===== src/rtl/i2c_burst_seq.sv =====
`default_nettype none
// ============================================================================
// Module   : i2c_burst_seq
// Purpose  : EEPROM burst write/read sequencer for i2c_ctrl with a read-back
//            buffer replayed to the display. Optional read-back checking is
//            enabled with the I2C_SEQ_VERIFY_EN macro.
// Revision : 1.0 - initial release
// ============================================================================
module i2c_burst_seq #(
    parameter int                DATA_NUM      = 10,
    parameter int                ADDR_W        = 16,
    parameter logic [ADDR_W-1:0] BASE_ADDR     = 16'h005A,
    parameter logic [7:0]        DATA_INIT     = 8'h01,
    parameter logic [7:0]        DATA_STEP     = 8'h01,
    parameter int                CNT_START_MAX = 200_000,
    parameter int                CNT_WAIT_MAX  = 25_000_000
) (
    input  logic              sys_clk,
    input  logic              sys_rst_n,
    input  logic              write,
    input  logic              read,
    input  logic              i2c_end,
    input  logic [7:0]        rd_data,
    output logic              wr_en,
    output logic              rd_en,
    output logic              i2c_start,
    output logic [ADDR_W-1:0] byte_addr,
    output logic [7:0]        wr_data,
    output logic [7:0]        disp_data,
    output logic              disp_valid,
    output logic              busy,
    output logic              done,
    output logic [7:0]        err_cnt
);

    localparam int C_N_W   = $clog2(DATA_NUM + 1);
    localparam int C_BUF_D = 1 << C_N_W;
    localparam int C_CS_W  = (CNT_START_MAX > 1) ? $clog2(CNT_START_MAX) : 1;
    localparam int C_CW_W  = (CNT_WAIT_MAX > 1) ? $clog2(CNT_WAIT_MAX) : 1;

    localparam logic [C_N_W-1:0]  C_N_LAST  = C_N_W'(DATA_NUM - 1);
    localparam logic [C_N_W-1:0]  C_N_ALL   = C_N_W'(DATA_NUM);
    localparam logic [C_CS_W-1:0] C_CS_LAST = C_CS_W'(CNT_START_MAX - 1);
    localparam logic [C_CW_W-1:0] C_CW_LAST = C_CW_W'(CNT_WAIT_MAX - 1);

    typedef enum logic [1:0] {
        S_IDLE = 2'd0,
        S_WR   = 2'd1,
        S_RD   = 2'd2,
        S_SHOW = 2'd3
    } state_t;

    state_t              r_state;
    logic [C_CS_W-1:0]   r_cnt_start;
    logic [C_CW_W-1:0]   r_cnt_wait;
    logic [C_N_W-1:0]    r_start_num;
    logic [C_N_W-1:0]    r_byte_num;
    logic [C_N_W-1:0]    r_show_num;
    logic [7:0]          r_buf [C_BUF_D];
    logic                w_buf_we;
    logic                w_rd_req;

    assign w_buf_we = (r_state == S_RD) && i2c_end;
    assign w_rd_req = (r_state == S_IDLE) && read && !write;

    // Buffer is bounded by the byte counter, so no reset and no full logic.
    always_ff @(posedge sys_clk) begin
        if (w_buf_we) begin
            r_buf[r_byte_num] <= rd_data;
        end
    end

    always_ff @(posedge sys_clk or negedge sys_rst_n) begin
        if (!sys_rst_n) begin
            r_state     <= S_IDLE;
            r_cnt_start <= '0;
            r_cnt_wait  <= '0;
            r_start_num <= '0;
            r_byte_num  <= '0;
            r_show_num  <= '0;
            wr_en       <= 1'b0;
            rd_en       <= 1'b0;
            i2c_start   <= 1'b0;
            byte_addr   <= BASE_ADDR;
            wr_data     <= DATA_INIT;
            disp_data   <= 8'h00;
            disp_valid  <= 1'b0;
            busy        <= 1'b0;
            done        <= 1'b0;
        end else begin
            i2c_start  <= 1'b0;
            disp_valid <= 1'b0;
            done       <= 1'b0;
            case (r_state)
                S_IDLE: begin
                    if (write || read) begin
                        r_state     <= write ? S_WR : S_RD;
                        wr_en       <= write;
                        rd_en       <= !write;
                        busy        <= 1'b1;
                        r_cnt_start <= '0;
                        r_start_num <= '0;
                        r_byte_num  <= '0;
                        byte_addr   <= BASE_ADDR;
                        wr_data     <= DATA_INIT;
                    end
                end
                S_WR, S_RD: begin
                    // Start guard: a late final i2c_end must not trigger an extra start.
                    if (r_cnt_start == C_CS_LAST) begin
                        r_cnt_start <= '0;
                        if (r_start_num < C_N_ALL) begin
                            i2c_start   <= 1'b1;
                            r_start_num <= r_start_num + 1'b1;
                        end
                    end else begin
                        r_cnt_start <= r_cnt_start + 1'b1;
                    end

                    if (i2c_end) begin
                        r_byte_num <= r_byte_num + 1'b1;
                        byte_addr  <= byte_addr + 1'b1;
                        if (r_state == S_WR) begin
                            wr_data <= wr_data + DATA_STEP;
                        end
                        // Burst complete: address/data park at their base values.
                        if (r_byte_num == C_N_LAST) begin
                            wr_en     <= 1'b0;
                            rd_en     <= 1'b0;
                            byte_addr <= BASE_ADDR;
                            wr_data   <= DATA_INIT;
                            if (r_state == S_WR) begin
                                r_state <= S_IDLE;
                                busy    <= 1'b0;
                                done    <= 1'b1;
                            end else begin
                                r_state    <= S_SHOW;
                                r_cnt_wait <= '0;
                                r_show_num <= '0;
                            end
                        end
                    end
                end
                S_SHOW: begin
                    if (r_show_num == C_N_ALL) begin
                        r_state <= S_IDLE;
                        busy    <= 1'b0;
                        done    <= 1'b1;
                    end else if (r_cnt_wait == C_CW_LAST) begin
                        r_cnt_wait <= '0;
                        disp_data  <= r_buf[r_show_num];
                        disp_valid <= 1'b1;
                        r_show_num <= r_show_num + 1'b1;
                    end else begin
                        r_cnt_wait <= r_cnt_wait + 1'b1;
                    end
                end
                default: begin
                    r_state <= S_IDLE;
                end
            endcase
        end
    end

`ifdef I2C_SEQ_VERIFY_EN
    logic [7:0] r_exp_data;

    // Expected pattern advances once per received byte, independent of wr_data.
    always_ff @(posedge sys_clk or negedge sys_rst_n) begin
        if (!sys_rst_n) begin
            err_cnt    <= 8'h00;
            r_exp_data <= DATA_INIT;
        end else if (w_rd_req) begin
            err_cnt    <= 8'h00;
            r_exp_data <= DATA_INIT;
        end else if (w_buf_we) begin
            r_exp_data <= r_exp_data + DATA_STEP;
            if ((rd_data != r_exp_data) && (err_cnt != 8'hFF)) begin
                err_cnt <= err_cnt + 1'b1;
            end
        end
    end
`else
    logic w_unused;
    assign w_unused = w_rd_req;
    assign err_cnt  = 8'h00;
`endif

endmodule
`default_nettype wire


===== config.mk =====
export PLATFORM = sky130hd
export DESIGN_NAME = i2c_burst_seq
export DESIGN_NICKNAME = d
export VERILOG_FILES = /design/src/rtl/i2c_burst_seq.sv
export SDC_FILE = /design/constraint.sdc
export NUM_CORES = 1
export LEC_CHECK = 0
export BUFFER_PORTS_ARGS = -buffer_cell sky130_fd_sc_hd__buf_2
export CELL_PAD_IN_SITES_DETAIL_PLACEMENT = 1
export CELL_PAD_IN_SITES_GLOBAL_PLACEMENT = 2
export CORE_ASPECT_RATIO = 0.9
export CORE_MARGIN = 5
export CORE_UTILIZATION = 44
export CTS_BUF_LIST = sky130_fd_sc_hd__clkbuf_8
export CTS_CLUSTER_SIZE = 8
export DETAILED_ROUTE_END_ITERATION = 8
export GPL_ROUTABILITY_DRIVEN = 0
export PLACE_DENSITY_LB_ADDON = 0.05
export SLEW_MARGIN = 10
export SYNTH_ARGS = -nofsm -noshare
export SYNTH_HDL_FRONTEND = slang
export SYNTH_SLANG_ARGS = --single-unit

===== constraint.sdc =====
create_clock -name sys_clk -period 4 [get_ports sys_clk]
set_input_delay 0.4 -clock sys_clk [delete_from_list [all_inputs] [get_ports sys_clk]]
set_output_delay 0.4 -clock sys_clk [all_outputs]
set_load 0.05 [all_outputs]

### Word-level counts from Yosys, hierarchy flattened

Memories as Yosys holds them, arrays and structs flattened. A register that Yosys moved wholly into a read port is not among the register bits.
Cells that the tools add are included.

| word-level totals | value |
|---|---|
| latch bits | 0 |
| memories | 1 |
| memory bits (read-only) | 0 |
| word-level logic and storage cells | 122 |
| output and inout bits | 46 |
| memory bits (writable) | 128 |
| bits of input ports | 13 |
| register bits after elaboration | 87 |

Memories:

| memory | words | width | read ports | clocked after memory_dff | write ports | RTL line | source |
|---|---|---|---|---|---|---|---|
| r_buf | 16 | 8 | 1 | 1 | 1 | 59 | `logic [7:0] r_buf [C_BUF_D];` |

| operators by class | value |
|---|---|
| order comparisons | 1 |
| add/sub/neg operators | 7 |
| bitwise operators | 1 |
| div/mod/pow operators | 0 |
| muxes and demuxes | 62 |
| multipliers | 0 |
| eq/ne operators | 18 |
| reductions and logical operators | 18 |
| shifts and indexed selects | 0 |

Operators by type and width:

| operator | number |
|---|---|
| $mux W25 | 5 |
| $pmux W25 S2 | 1 |
| $mux W16 | 3 |
| $mux W18 | 2 |
| $mux W4 | 9 |
| $pmux W18 S2 | 1 |
| $mux W8 | 4 |
| $pmux W16 S2 | 1 |
| $add A25 B1 Y25 const B | 1 |
| $eq A25 B25 Y1 const B | 1 |
| $pmux W4 S2 | 3 |
| $mux W1 | 21 |
| $add A18 B1 Y18 const B | 1 |
| $eq A18 B18 Y1 const B | 1 |
| $ne A2 B2 Y1 const B | 9 |
| $add A16 B1 Y16 const B | 1 |
| $pmux W8 S2 | 1 |
| $reduce_and A4 Y1 | 4 |
| $add A4 B1 Y4 const B | 3 |
| $mux W2 | 6 |
| $reduce_and A5 Y1 | 2 |
| $add A8 B1 Y8 const B | 1 |
| $eq A4 B4 Y1 const B | 2 |
| $pmux W1 S2 | 3 |
| 17 further kinds | 21 |

### Depth between registers and ports, before layout

| logic depth | value |
|---|---|
| depth in word-level cells | 5 |
| depth in mapped cells | 11 |
| mapped depth without buffers | 7 |

### Worst setup path before layout

No wires, ideal clock.

| timing | value |
|---|---|
| kind | register to register |
| start | register r_show_num[0] |
| end | register r_cnt_wait[13] |
| clock period less this slack | 3222 ps |
| buffers on the path | 4 |
| library setup time | 82 ps |
| arrival time | 3140 ps |
| path slack | 778 ps |
| data required time | 3918 ps |
| cell stages (with the launch flop) | 12 |
| cells stage by stage | dfrtp_1 > clkbuf_1 > buf_2 > buf_2 > inv_1 > ha_1 > nand2_1 > o21ai_0 > nor3_1 > clkbuf_1 > a31oi_1 > a31oi_1 |

| on the way | value |
|---|---|
| cells in the longest elaborated chain, start to end | 3 |

RTL lines:

| what | RTL line | source |
|---|---|---|
| start, declared | 58 | `logic [C_N_W-1:0] r_show_num;` |
| start signal, assigned | 153 | `r_show_num <= r_show_num + 1'b1;` |
| $eq A4 B4 Y1 | 145 | `if (r_show_num == C_N_ALL) begin` |
| $ne A2 B2 Y1 (no source line) | n/a |  |
| $reduce_and A5 Y1 (no source line) | n/a |  |
| end signal, assigned | 155 | `r_cnt_wait <= r_cnt_wait + 1'b1;` |
| end, declared | 55 | `logic [C_CW_W-1:0] r_cnt_wait;` |

Every way passes these cells.
A chain may end at the register's enable or synchronous reset.

### Final worst setup path

| timing | value |
|---|---|
| start | register r_state[0] |
| end | register wr_data[6] |

| on the way | value |
|---|---|
| cells in the longest elaborated chain, start to end | 4 |
| elaborated cells between the ends (all ways) | 10 |
| those cells by class | eq/ne: 5; mux: 1; reduce/logical: 4 |

RTL lines:

| what | RTL line | source |
|---|---|---|
| start, declared | 53 | `state_t r_state;` |
| start signal, assigned | 97 | `r_state <= write ? S_WR : S_RD;` |
| $eq A2 B2 Y1 or $eq A2 B1 Y1 (tied branches) | 94, 123 |  |
| $reduce_or A2 Y1 | 94 | `case (r_state)` |
| $ne A3 B3 Y1 (no source line) (tied with other cells) | n/a |  |
| $reduce_and A4 Y1 (no source line) | n/a |  |
| end signal, assigned | 124 | `wr_data <= wr_data + DATA_STEP;` |
| end, declared | 28 | `output logic [7:0] wr_data,` |

Parallel ways exist; a longest one is shown, timed or not.

==> results.md <==
* Critical path startpoint: r_state[0]$_DFFE_PN0P_
* Num Clock Sinks at 223
* Total half-perimeter wirelength after legalization and detailed placement at 17.7 mm
* CP Class: reg2reg
* Routed vias/inst at 5.85
* Buffers on Ports at 50
* Placement Setup Slack at 0.889 ns
* RSZ-0062 raised after global routing: no
* Vias post-DR at 7097
* Power density relative to cell area at 592 nW/um^2
* Avg WL per Cell at 22.0 um
* Post-cts resize count at 0
* WP data required at 4.44 ns
* Placement Rows at 53
* Growth of design area from synthesis to finish at 12.7%
* Number of H-tree levels at 2
* Number of different library cells in the post-synthesis netlist at 65
* Total clock buffers created by CTS at 39
* Cells after Synth at 811
* Post-route fraction of the period consumed by the critical path at 0.767
* Dominant cell type by area after synthesis: edfxtp_1
* Cell-by-cell trace of the critical path: inv_1, ha_1, buf_4, nor2_1, or3_1, nor2_1, nand4_1, o21ai_0
* CTS Buffer Depth at 3
* End of the worst register-to-register path: wr_data[6]$_DFFE_PN0P_
* Arrival time reported for the critical path endpoint at 3.51 ns
* Final setup vio count at 0
* Worst setup slack for register-to-register paths at 0.93 ns
* HP Class: in2reg
* Number of max-cap violations at 0
* Global-route wire length before repair at 43.2 mm
* Post-layout instance area at 11600 um^2
* Fraction of the core area covered by cells at the end of the flow at 0.500
* Antenna-violating nets left at 0
* Biggest fanout along the worst timing path at 19
* Post CTS Setup Buffer Count at 0
* Total number of cells along the worst setup path at 8
* Final sum of negative setup slack at 0 ns
* Buffers and inverters on the worst path at 2
* Critical Path Sink: wr_data[6]$_DFFE_PN0P_
* Number of enable flip-flop cells after synthesis at 128
* Overall routing resource usage at 0.204
* Detailed-route wire length at 26.7 mm
* Number of warnings issued by yosys at 0
* Post-synthesis register bit count at 223
* Filler instances at 2431
* Critical Path Sink Type: flip-flop
* Transition time at the pin with the least slew margin at 1.04 ns
* Count of TritonRoute iterations in the first routing pass at 5
* Average cell area after synthesis at 12.7 um^2
* FF-to-FF path depth at 8
* Final Slew Violations at 0
* Initial antenna violation count at 0
* Remaining design rule violation count at 0
* Die Outline Area at 26500 um^2
* Maximum ir drop on the vdd rail at 229 uV
* Cell class contributing the biggest share of worst-path delay: simple AND/OR/NAND/NOR gates
* Worst setup margin at 0.931 ns
* Ant. Diodes at 0
* Result of the run: complete, no violations
* Achievable Freq at 326 MHz
* Clock Latency Late Sink at 0.53 ns
* Via count of the first global-routing pass at 7646
* Core area at 23200 um^2
* Share of layout cells above drive strength 1 at 0.188
* Width of the die at 171 um
* Overall die height at 155 um
* Clock transition at the register clock pins on the worst setup and hold paths after CTS at 0.07 ns
* Max incr delay on CP at 0.59 ns
* Total congestion overflow after global routing at 0
* Part of the Yosys area used for sequential elements at 0.605
* Clock tree skew after final layout at 0.0136 ns
* Async set-reset flop share out of synthesis at 0.426
* Share of Yosys cell area claimed by the top area cell type at 0.374
* Leak Pwr at 4.42 nW
* Synth top area cells: edfxtp_1, dfrtp_1, mux4_2, nand2_1, a31oi_1
* CTS root buf: clkbuf_8
* Dpl cell area at 10900 um^2
* Library cell appearing most often on the critical path: nor2_1
* Largest net degree at the start of global routing at 41
* Min Clock Period, post-route at 3.07 ns
* Initial standard-cell utilization of the core at 0.443
* Slowest cell on crit path: or3_1
* RR Startpoint: r_state[0]$_DFFE_PN0P_
* Starting DRC count in detailed routing at 516
* Top_reg_cell synth: edfxtp_1
* Worst slew slack as a fraction of its limit at 0.302
* Synthesized cell area at 10300 um^2
* Power, Total at 6.86 mW
* Critical Path Source Type: flip-flop
* Final hold viol count at 0
* CTS tree: yes
* Top-level port count at 59
* Total Nets Final at 911
-- kinds of logic after synthesis --
logic type | count (synthesis) | synth area share
muxes | 47 | 0.0857
xor gates and xnor gates | 10 | 0.00851
buffers and inverters | 62 | 0.0268
other | 1 | 0.000364
and+or+nand+nor | 269 | 0.136
DFF | 223 | 0.605
adders and majority gates | 18 | 0.0219
AOI/OAI and AO/OA | 181 | 0.115
-- state kept, by name, indices dropped and copies added, names as in the netlist --
name	cells
r_show_num	4
byte_addr	16
wr_en	1
r_start_num	4
r_cnt_start	18
i2c_start	1
rd_en	1
wr_data	8
disp_valid	1
r_buf	128
r_state	2
r_byte_num	4
done	1
r_cnt_wait	25
disp_data	8
busy	1
-- routing by layer --
layer  global-route usage  up-vias  wire [um]
li1                     -     3272          -
met1                0.293     3649      12300
met2                0.331      147      12900
met3               0.0346       29       1100
met4               0.0430        0        324
met5                    0        -          0
-- cell type report --
cell class,count,area (um^2),area share
Sequential cell,223,6230,0.537
Timing Repair Buffer,65,368,0.0317
Clock buffer,45,619,0.0534
Tap cell,302,378,0.0326
Inverter,18,67.6,0.00583
Clock inverter,27,115,0.00993
Multi-Input combinational cell,533,3820,0.329
-- worst reg2reg max path, delay by kind of cell (launching register included) --
family	cells	cell delay, ns
buf+inv	2	0.44
compound gates	1	0.20
flops	1	0.44
simple gates	4	1.43
fa+ha+maj	1	0.49
-- synthesized netlist by cell type (all sizes together) (15+ instances only) --
master,count
a21oi,29
a31oi,42
and3,15
buf,17
clkbuf,27
dfrtp,90
edfxtp,128
ha,18
inv,17
mux4,32
nand2,72
nand3,40
nor2,43
nor3,17
o21ai,49
-- repair_timing --
action,4_1_cts,5_1_grt
endpoints found under the setup margin,0,0
hold buffers,1,0
endpoints found under the hold margin,38,0
-- worst min path at each step --
stage                     slack [ns]  startpoint  cells after the start                        to
final                           0.22        read                      2         rd_en$_DFFE_PN0P_
after global routing            0.21       write                      2         wr_en$_DFFE_PN0P_
after global placement          0.42   sys_rst_n                      1  disp_data[4]$_DFFE_PN0P_
after CTS                       0.19        read                      2         rd_en$_DFFE_PN0P_
after detailed placement        0.43   sys_rst_n                      1  disp_data[4]$_DFFE_PN0P_
after floorplan                 0.10   sys_rst_n                      0          busy$_DFFE_PN0P_
-- power by group --
| group | total, mW | switching [mW] | internal (mW) |
|---|---|---|---|
| combinational | 2.07 | 1.51 | 0.558 |
| clock | 1.97 | 0.937 | 1.03 |
| sequential | 2.83 | 0.202 | 2.63 |
-- per-stage QoR --
stage,hold slack (ns),cells
6_report,0.218,1213
5_1_grt,0.209,1213
4_1_cts,0.194,1213
3_5_place_dp,0.426,1140
3_3_place_gp,0.420,1140
2_1_floorplan,0.104,818
-- placed cells by master (no fill, tap or decap), drive strengths merged, types with 14 or more instances in the layout --
master and instances:
a21oi 29, a31oi 42, and3 15, buf 64, clkbuf 45, dfrtp 90, edfxtp 128, ha 18
inv 36, mux4 32, nand2 72, nand3 40, nand4 14, nor2 43, nor3 17, o21ai 49
(Power assumes the default switching activity.)
